**src/rtl/pipe_stage_elastic.sv**
```systemverilog
// Elastic pipeline stage register with valid/ready handshake,
// flush-to-NOP, optional 2-entry skid buffer and stall counter.
module pipe_stage_elastic #(
  parameter int                DATA_W    = 96,
  parameter bit                SKID      = 1'b1,
  parameter logic [DATA_W-1:0] NOP_VALUE = {DATA_W{1'b0}},
  parameter int                CNT_W     = 16
) (
  input  logic              clk,
  input  logic              rst,
  input  logic              flush,
  input  logic              in_valid,
  input  logic [DATA_W-1:0] in_data,
  output logic              in_ready,
  output logic              out_valid,
  output logic [DATA_W-1:0] out_data,
  input  logic              out_ready,
  output logic [1:0]        occupancy,
  output logic [CNT_W-1:0]  stall_cycles
);

  localparam logic [1:0] EMPTY = 2'd0;
  localparam logic [1:0] ONE   = 2'd1;
  localparam logic [1:0] FULL  = 2'd2;

  logic [1:0]        occ_q;
  logic [1:0]        occ_n;
  logic [DATA_W-1:0] data_q;
  logic [DATA_W-1:0] data_n;
  logic [DATA_W-1:0] skid_q;
  logic [DATA_W-1:0] skid_n;
  logic              rdy_q;
  logic [CNT_W-1:0]  stall_q;
  logic              accept;
  logic              xfer;

  assign out_valid    = (occ_q != EMPTY);
  assign out_data     = data_q;
  assign occupancy    = occ_q;
  assign stall_cycles = stall_q;

  // Skid mode: ready comes from a flop, never from out_ready.
  assign in_ready = SKID ? rdy_q
                         : (~out_valid | out_ready);

  assign accept = in_valid & in_ready & ~flush;
  assign xfer   = out_valid & out_ready;

  // Next-state decode of occupancy, head and skid entries.
  always_comb begin
    occ_n  = occ_q;
    data_n = data_q;
    skid_n = skid_q;
    if (flush) begin
      occ_n  = EMPTY;
      data_n = NOP_VALUE;
    end else begin
      unique case (1'b1)
        (occ_q == EMPTY): begin
          if (accept) begin
            occ_n  = ONE;
            data_n = in_data;
          end
        end
        (occ_q == ONE): begin
          if (accept && xfer) begin
            data_n = in_data;
          end else if (accept) begin
            if (SKID) begin
              occ_n  = FULL;
              skid_n = in_data;
            end
          end else if (xfer) begin
            occ_n  = EMPTY;
            data_n = NOP_VALUE;
          end
        end
        (occ_q == FULL): begin
          if (xfer) begin
            occ_n  = ONE;
            data_n = skid_q;
          end
        end
        default: begin
          occ_n  = EMPTY;
          data_n = NOP_VALUE;
        end
      endcase
    end
  end

  // Stage state updates on the falling edge.
  always_ff @(negedge clk) begin
    if (rst) begin
      occ_q  <= EMPTY;
      data_q <= NOP_VALUE;
      skid_q <= NOP_VALUE;
      rdy_q  <= 1'b1;
    end else begin
      occ_q  <= occ_n;
      data_q <= data_n;
      skid_q <= skid_n;
      rdy_q  <= (occ_n != FULL);
    end
  end

  // Saturating count of edges where downstream holds us off.
  always_ff @(negedge clk) begin
    if (rst) begin
      stall_q <= '0;
    end else if (out_valid && !out_ready
                 && stall_q != {CNT_W{1'b1}}) begin
      stall_q <= stall_q + 1'b1;
    end
  end

endmodule

```
**config.mk**
```make
export PLATFORM = sky130hd
export DESIGN_NAME = pipe_stage_elastic
export DESIGN_NICKNAME = d
export VERILOG_FILES = /design/src/rtl/pipe_stage_elastic.sv
export SDC_FILE = /design/constraint.sdc
export NUM_CORES = 1
export LEC_CHECK = 0
export BUFFER_PORTS_ARGS = -buffer_cell sky130_fd_sc_hd__buf_2
export CAP_MARGIN = 20
export CORE_MARGIN = 1
export CORE_UTILIZATION = 46
export DETAILED_ROUTE_END_ITERATION = 6
export GPL_TIMING_DRIVEN = 0
export PLACE_DENSITY = 0.73
export SLEW_MARGIN = 5
export SYNTH_ARGS = -nofsm -noshare
export SYNTH_HDL_FRONTEND = slang
export SYNTH_SLANG_ARGS = --single-unit
```
**constraint.sdc**
```tcl
create_clock -name clk -period 2.6 [get_ports clk]
set_input_delay 0.78 -clock clk [delete_from_list [all_inputs] [get_ports clk]]
set_output_delay 0.78 -clock clk [all_outputs]
set_load 0.02 [all_outputs]
```
==> key figures, run 1 <==
Timing
  • Worst endpoint after global-route timing repair: out_valid
  • Worst ep type: primary output

Clock network
  • CTS Hold Bufs: 0
  • CTS Buf Count: 24
  • CTS root buffer: clkbuf_16
  • Htree depth: 1
  • CTS sink cnt: between 200 and 250
  • Max Root-Sink Buffers: 3

Synthesis
  • Yosys reg bits: 211
  • Synth warn: 0
  • Most common cell in the netlist: dfxtp_1
  • Mapped cell area: between 7000 and 8000 sq um
  • Register area share after synthesis: between 50 and 60%
  • Top cell type's share of synthesized area: a little over half
  • Number of enable flip-flop cells after synthesis: 0
  • Ys flop type: dfxtp_1
  • Post-synth top cells: dfxtp_1 (211), nand2_1 (199), a21oi_1 (107)
  • Synth Instances: between 800 and 900
  • Top post-synthesis cells by area: dfxtp_1 (53%), o2bb2ai_1 (11%), nand2_1 (9.4%)
  • Post-Syn Nets: roughly 1000
  • Yosys top cell by area: dfxtp_1
  • Asr flop ratio synth: 0%
  • Post-Syn Area per Cell: roughly 9.1 sq um
  • Synth cell types: 39

Floorplanning
  • Die span in x: around 130 um
  • Die H: ~130 um
  • I/O pin total: between 200 and 250
  • Initial core utilization: roughly 48%
  • # rows: 47

Global routing
  • GRT Residual Overflow: around 1100
  • Total track usage: between 90 and 100%
  • Pin count of the biggest net entering global routing: 13

Status
  • Status: did not finish
  • Exit stage: global routing
  • Err: [ERROR GRT-0232] Routing congestion too high. Check the congestion heatmap in the GUI.

Placement
  • Number of port buffers: between 200 and 250
  • Post-DP Area: 9630 sq um
  • Placer Congestion: 0.826
  • DP Cell Count: approximately 1300
  • DP HPWL: roughly 15 mm
cells by family after synthesis:
kind of cell             Yosys count  share of synthesized area, %
AO/OA/AOI/OAI                    314                          27.9
flip-flops                       211                          53.0
adder cells (fa/ha/maj)            1                         0.157
AND/OR/NAND/NOR                  254                          13.7
buffers and inverters             86                          4.32
multiplexers                       7                         0.958
timing repair:
item | in CTS
setup buffers | 102
endpoints found under the hold margin | 0
gates resized for setup | 659
setup endpoints to repair | 323
gates cloned | 22
pin swaps | 144
metal layers:
metal / overflow / track usage, %
met4: 270 / 112
met3: 12 / 67.3
met1: 5 / 84.4
met2: 850 / 122
met5: 0 / 12.2
stage by stage:
| step | TNS (ps) | util (%) | hold slack, ps | setup WS [ps] |
|---|---|---|---|---|
| after floorplan | -107790 | - | 436 | -947 |
| after global placement | -205970 | 57.5 | 440 | -1280 |
| after detailed placement | -212690 | 57.5 | 442 | -1300 |
| after CTS | -117500 | 88.1 | 449 | -834 |
==> run 2: changes to the inputs <==
--- a/config.mk
+++ b/config.mk
@@ -8,10 +8,10 @@
 export BUFFER_PORTS_ARGS = -buffer_cell sky130_fd_sc_hd__buf_2
 export CAP_MARGIN = 20
 export CORE_MARGIN = 1
-export CORE_UTILIZATION = 46
+export CORE_UTILIZATION = 31
 export DETAILED_ROUTE_END_ITERATION = 6
 export GPL_TIMING_DRIVEN = 0
-export PLACE_DENSITY = 0.73
+export PLACE_DENSITY_LB_ADDON = 0.15
 export SLEW_MARGIN = 5
 export SYNTH_ARGS = -nofsm -noshare
 export SYNTH_HDL_FRONTEND = slang
==> run 2 against run 1 <==
The flow now finishes, with violations (setup timing). Synthesized cell count is the same. Area after synthesis is the same.
==> key figures, run 2 <==
Status
  • Status: finished, violations left
  • Violated checks: setup timing

Route
  • DRC Markers: 0
  • DR iter-0 viols: a little over 600
  • Avg WL per Cell: ~18 um
  • DR vias/cell: roughly 5.1
  • TritonRoute pass-1 iters: 4
  • Vias: around 9400
  • Total wire length: about 33 mm
  • Post-route ant nets: 0

Global routing
  • Met3 Use GR: 8.81%
  • First-pass GRT wire length: roughly 47 mm
  • GR peak layer: met2
  • Total track usage: a little under a quarter
  • GR met1 Demand/Resource: 26.9%
  • Pin count of the biggest net entering global routing: 13
  • Met2 GRT Util: between 30 and 40%
  • Initial antenna violation count: 2
  • Number of global-route vias before repair: around 9400
  • GRT Residual Overflow: 0

Timing
  • Rel. slew slack: between 40% and 50%
  • Final worst slack: -850 ps
  • Worst Clk Skew: 23.4 ps
  • Worst Tran Pin Value: between 800 and 900 ps
  • Unrepaired setup endpoints after global routing: true
  • Final Setup Violations: around 330
  • Max-slew violations: 0
  • Fin. Hold Viols: 0

Synthesis
  • Number of enable flip-flop cells after synthesis: 0
  • Top post-synthesis cells by area: dfxtp_1 (53%), o2bb2ai_1 (11%), nand2_1 (9.4%)
  • Post-synthesis mux area share: less than 1%
  • Most common cell in the netlist: dfxtp_1
  • Post-synth top cells: dfxtp_1 (211), nand2_1 (199), a21oi_1 (107)
  • Mapped cell area: 7960 sq um
  • Asr flop ratio synth: 0%
  • Xor/xnor share of the synthesized area: 0%
  • Yosys top cell by area: dfxtp_1
  • Ys flop type: dfxtp_1
  • Synth Instances: just under 900
  • Complex-gate fraction of the synthesized area: 27.9%
  • Top cell type's share of synthesized area: approximately 53%
  • Largest family of logic cells by synthesized area: compound AO/OA/AOI/OAI gates
  • Yosys reg bits: roughly 210
  • Post-Syn Nets: a little under 1000
  • Post-synthesis simple-gate area fraction: 13.7%
  • Synth warn: 0
  • Register area share after synthesis: between 50% and 60%
  • Synth Area in Adders: less than 1%
  • Post-Syn Area per Cell: 9.12 sq um
  • Synth cell types: 39

Setup path
  • Crit-path max FO: 2
  • CP endpoint kind: output port
  • Worst Setup Start Kind: flip-flop
  • CP arrival: between 2000 and 3000 ps
  • Crit Reg-Reg Endpoint: stall_cycles[2]
  • R2R Path Start: stall_cycles[1]
  • Worst path required time: between 1500 and 2000 ps
  • Crit path to: out_valid
  • Setup CP Type: flip-flop to output port
  • R2r setup slk: around 90 ps
  • R2R depth: 8
  • Critical Path Start: occupancy[1]

Finish
  • Util after Layout: about two thirds
  • Post-layout net count: 1594
  • Most frequent cells in the layout: inv_1 (223), buf_6 (140), buf_4 (109), buf_2 (103), dfxtp_2 (99)
  • Design area: about 17000 sq um
  • Filler cell count in the final layout: slightly below 2000
  • Layout cells sized above 1: between 60% and 70%
  • # diodes: 0
  • Area grow syn2layout: 108%
  • Finished Layout Cells: ~1800
  • Commonest non-fill, non-tap cell in the layout: inv_1

Power
  • Peak supply drop: around 0.00047 V
  • Power density cells: ~570 nW/um^2
  • Leakage: 7.30 nW

Clock network
  • Clock latency on the worst-skew pair: 590 ps
  • Htree depth: 1
  • CTS tree: yes
  • Max Root-Sink Buffers: 3
  • Clock transition at path regs: 40 ps
  • CTS Buf Count: 26
  • CTS sink cnt: about 210
  • CTS root buffer: clkbuf_16

Placement
  • DP Cell Count: 1419
  • Placer Congestion: between 0.8 and 0.9
  • Number of port buffers: 216
  • DP HPWL: 16.9 mm
  • Post-DP Area: slightly below 10000 sq um

Worst hold path
  • Min-Delay Path Class: flip-flop to flip-flop

Floorplanning
  • I/O pin total: roughly 220
  • Core area: 25200 sq um
  • Die area: roughly 26000 sq um
  • Die H: 162 um
  • Die span in x: approximately 160 um
  • Initial core utilization: roughly a third
  • # rows: just under 60

Job
  • Max Cap Viol: 0
[run 2: cell counts after synthesis]
No cell type changed its count.
[run 2: cell families after synthesis]
kind of cell | count (synthesis)
fa+ha+maj | 1
simple gates | 254
mux | 7
flops | 211
compound gates | 314
buf+inv | 86
[run 2: final cells by class]
| class | instances | area (sq um) | share of cell area (%) |
|---|---|---|---|
| multi-input cells | 576 | 5420 | 32.7 |
| clock inverters | 231 | 1030 | 6.24 |
| plain buffers | 71 | 875 | 5.27 |
| well taps | 330 | 413 | 2.49 |
| repair buffers | 391 | 3750 | 22.6 |
| clock buffers | 27 | 676 | 4.07 |
| inverters | 4 | 15.0 | 0.0905 |
| flip-flops and latches | 211 | 4410 | 26.6 |
[run 2: how the worst min path moves through the flow]
stage,depth (start not counted),startpoint,slack [ps],to
4_1_cts,2,skid_q[49],450,skid_q[49]
3_3_place_gp,2,skid_q[46],440,skid_q[46]
2_1_floorplan,2,skid_q[0],440,skid_q[0]
3_5_place_dp,1,out_data[95],440,out_data[95]
5_1_grt,1,out_data[60],460,out_data[60]
6_report,2,skid_q[41],460,skid_q[41]
[run 2: per-layer routing]
layer / up-vias / share of wire (%)
li1: 4447 / -
met1: 4620 / 42
met2: 288 / 49
met3: 66 / 6.0
met4: 4 / 2.4
met5: - / 0.048
[run 2: worst max-delay path, cell delays in order (launching register included)]
cell and delay (ps):
dfxtp_2 320, buf_8 110, or2_4 220, buf_6 140
[run 2: repair_timing]
item / CTS / global route
buffers inserted: 101 / 53
endpoints found under the setup margin: 323 / 326
cloned: 21 / 11
pin swaps: 83 / 247
gates resized for setup: 608 / 375
hold buffers: 0 / 0
[run 2: metrics by stage]
stage	power [mW]	hold slack (ps)	setup WS [ps]	setup TNS (ps)
floorplan	4.13	436	-947	-107790
global placement	4.35	441	-1390	-225160
detailed placement	4.35	441	-1390	-227780
CTS	9.51	451	-860	-110670
global route	10.1	465	-890	-124670
finish	9.49	457	-850	-118270
[run 2: report_power, final]
| part | leakage (nW) | switching, mW | internal (mW) | total, mW |
|---|---|---|---|---|
| sequential | 1.76 | 0.0358 | 3.30 | 3.33 |
| clock | 1.59 | 2.34 | 2.90 | 5.24 |
| combinational | 3.95 | 0.474 | 0.448 | 0.922 |
| total | 7.30 | 2.85 | 6.64 | 9.49 |
Note: power is estimated with default switching activity, not from simulation.
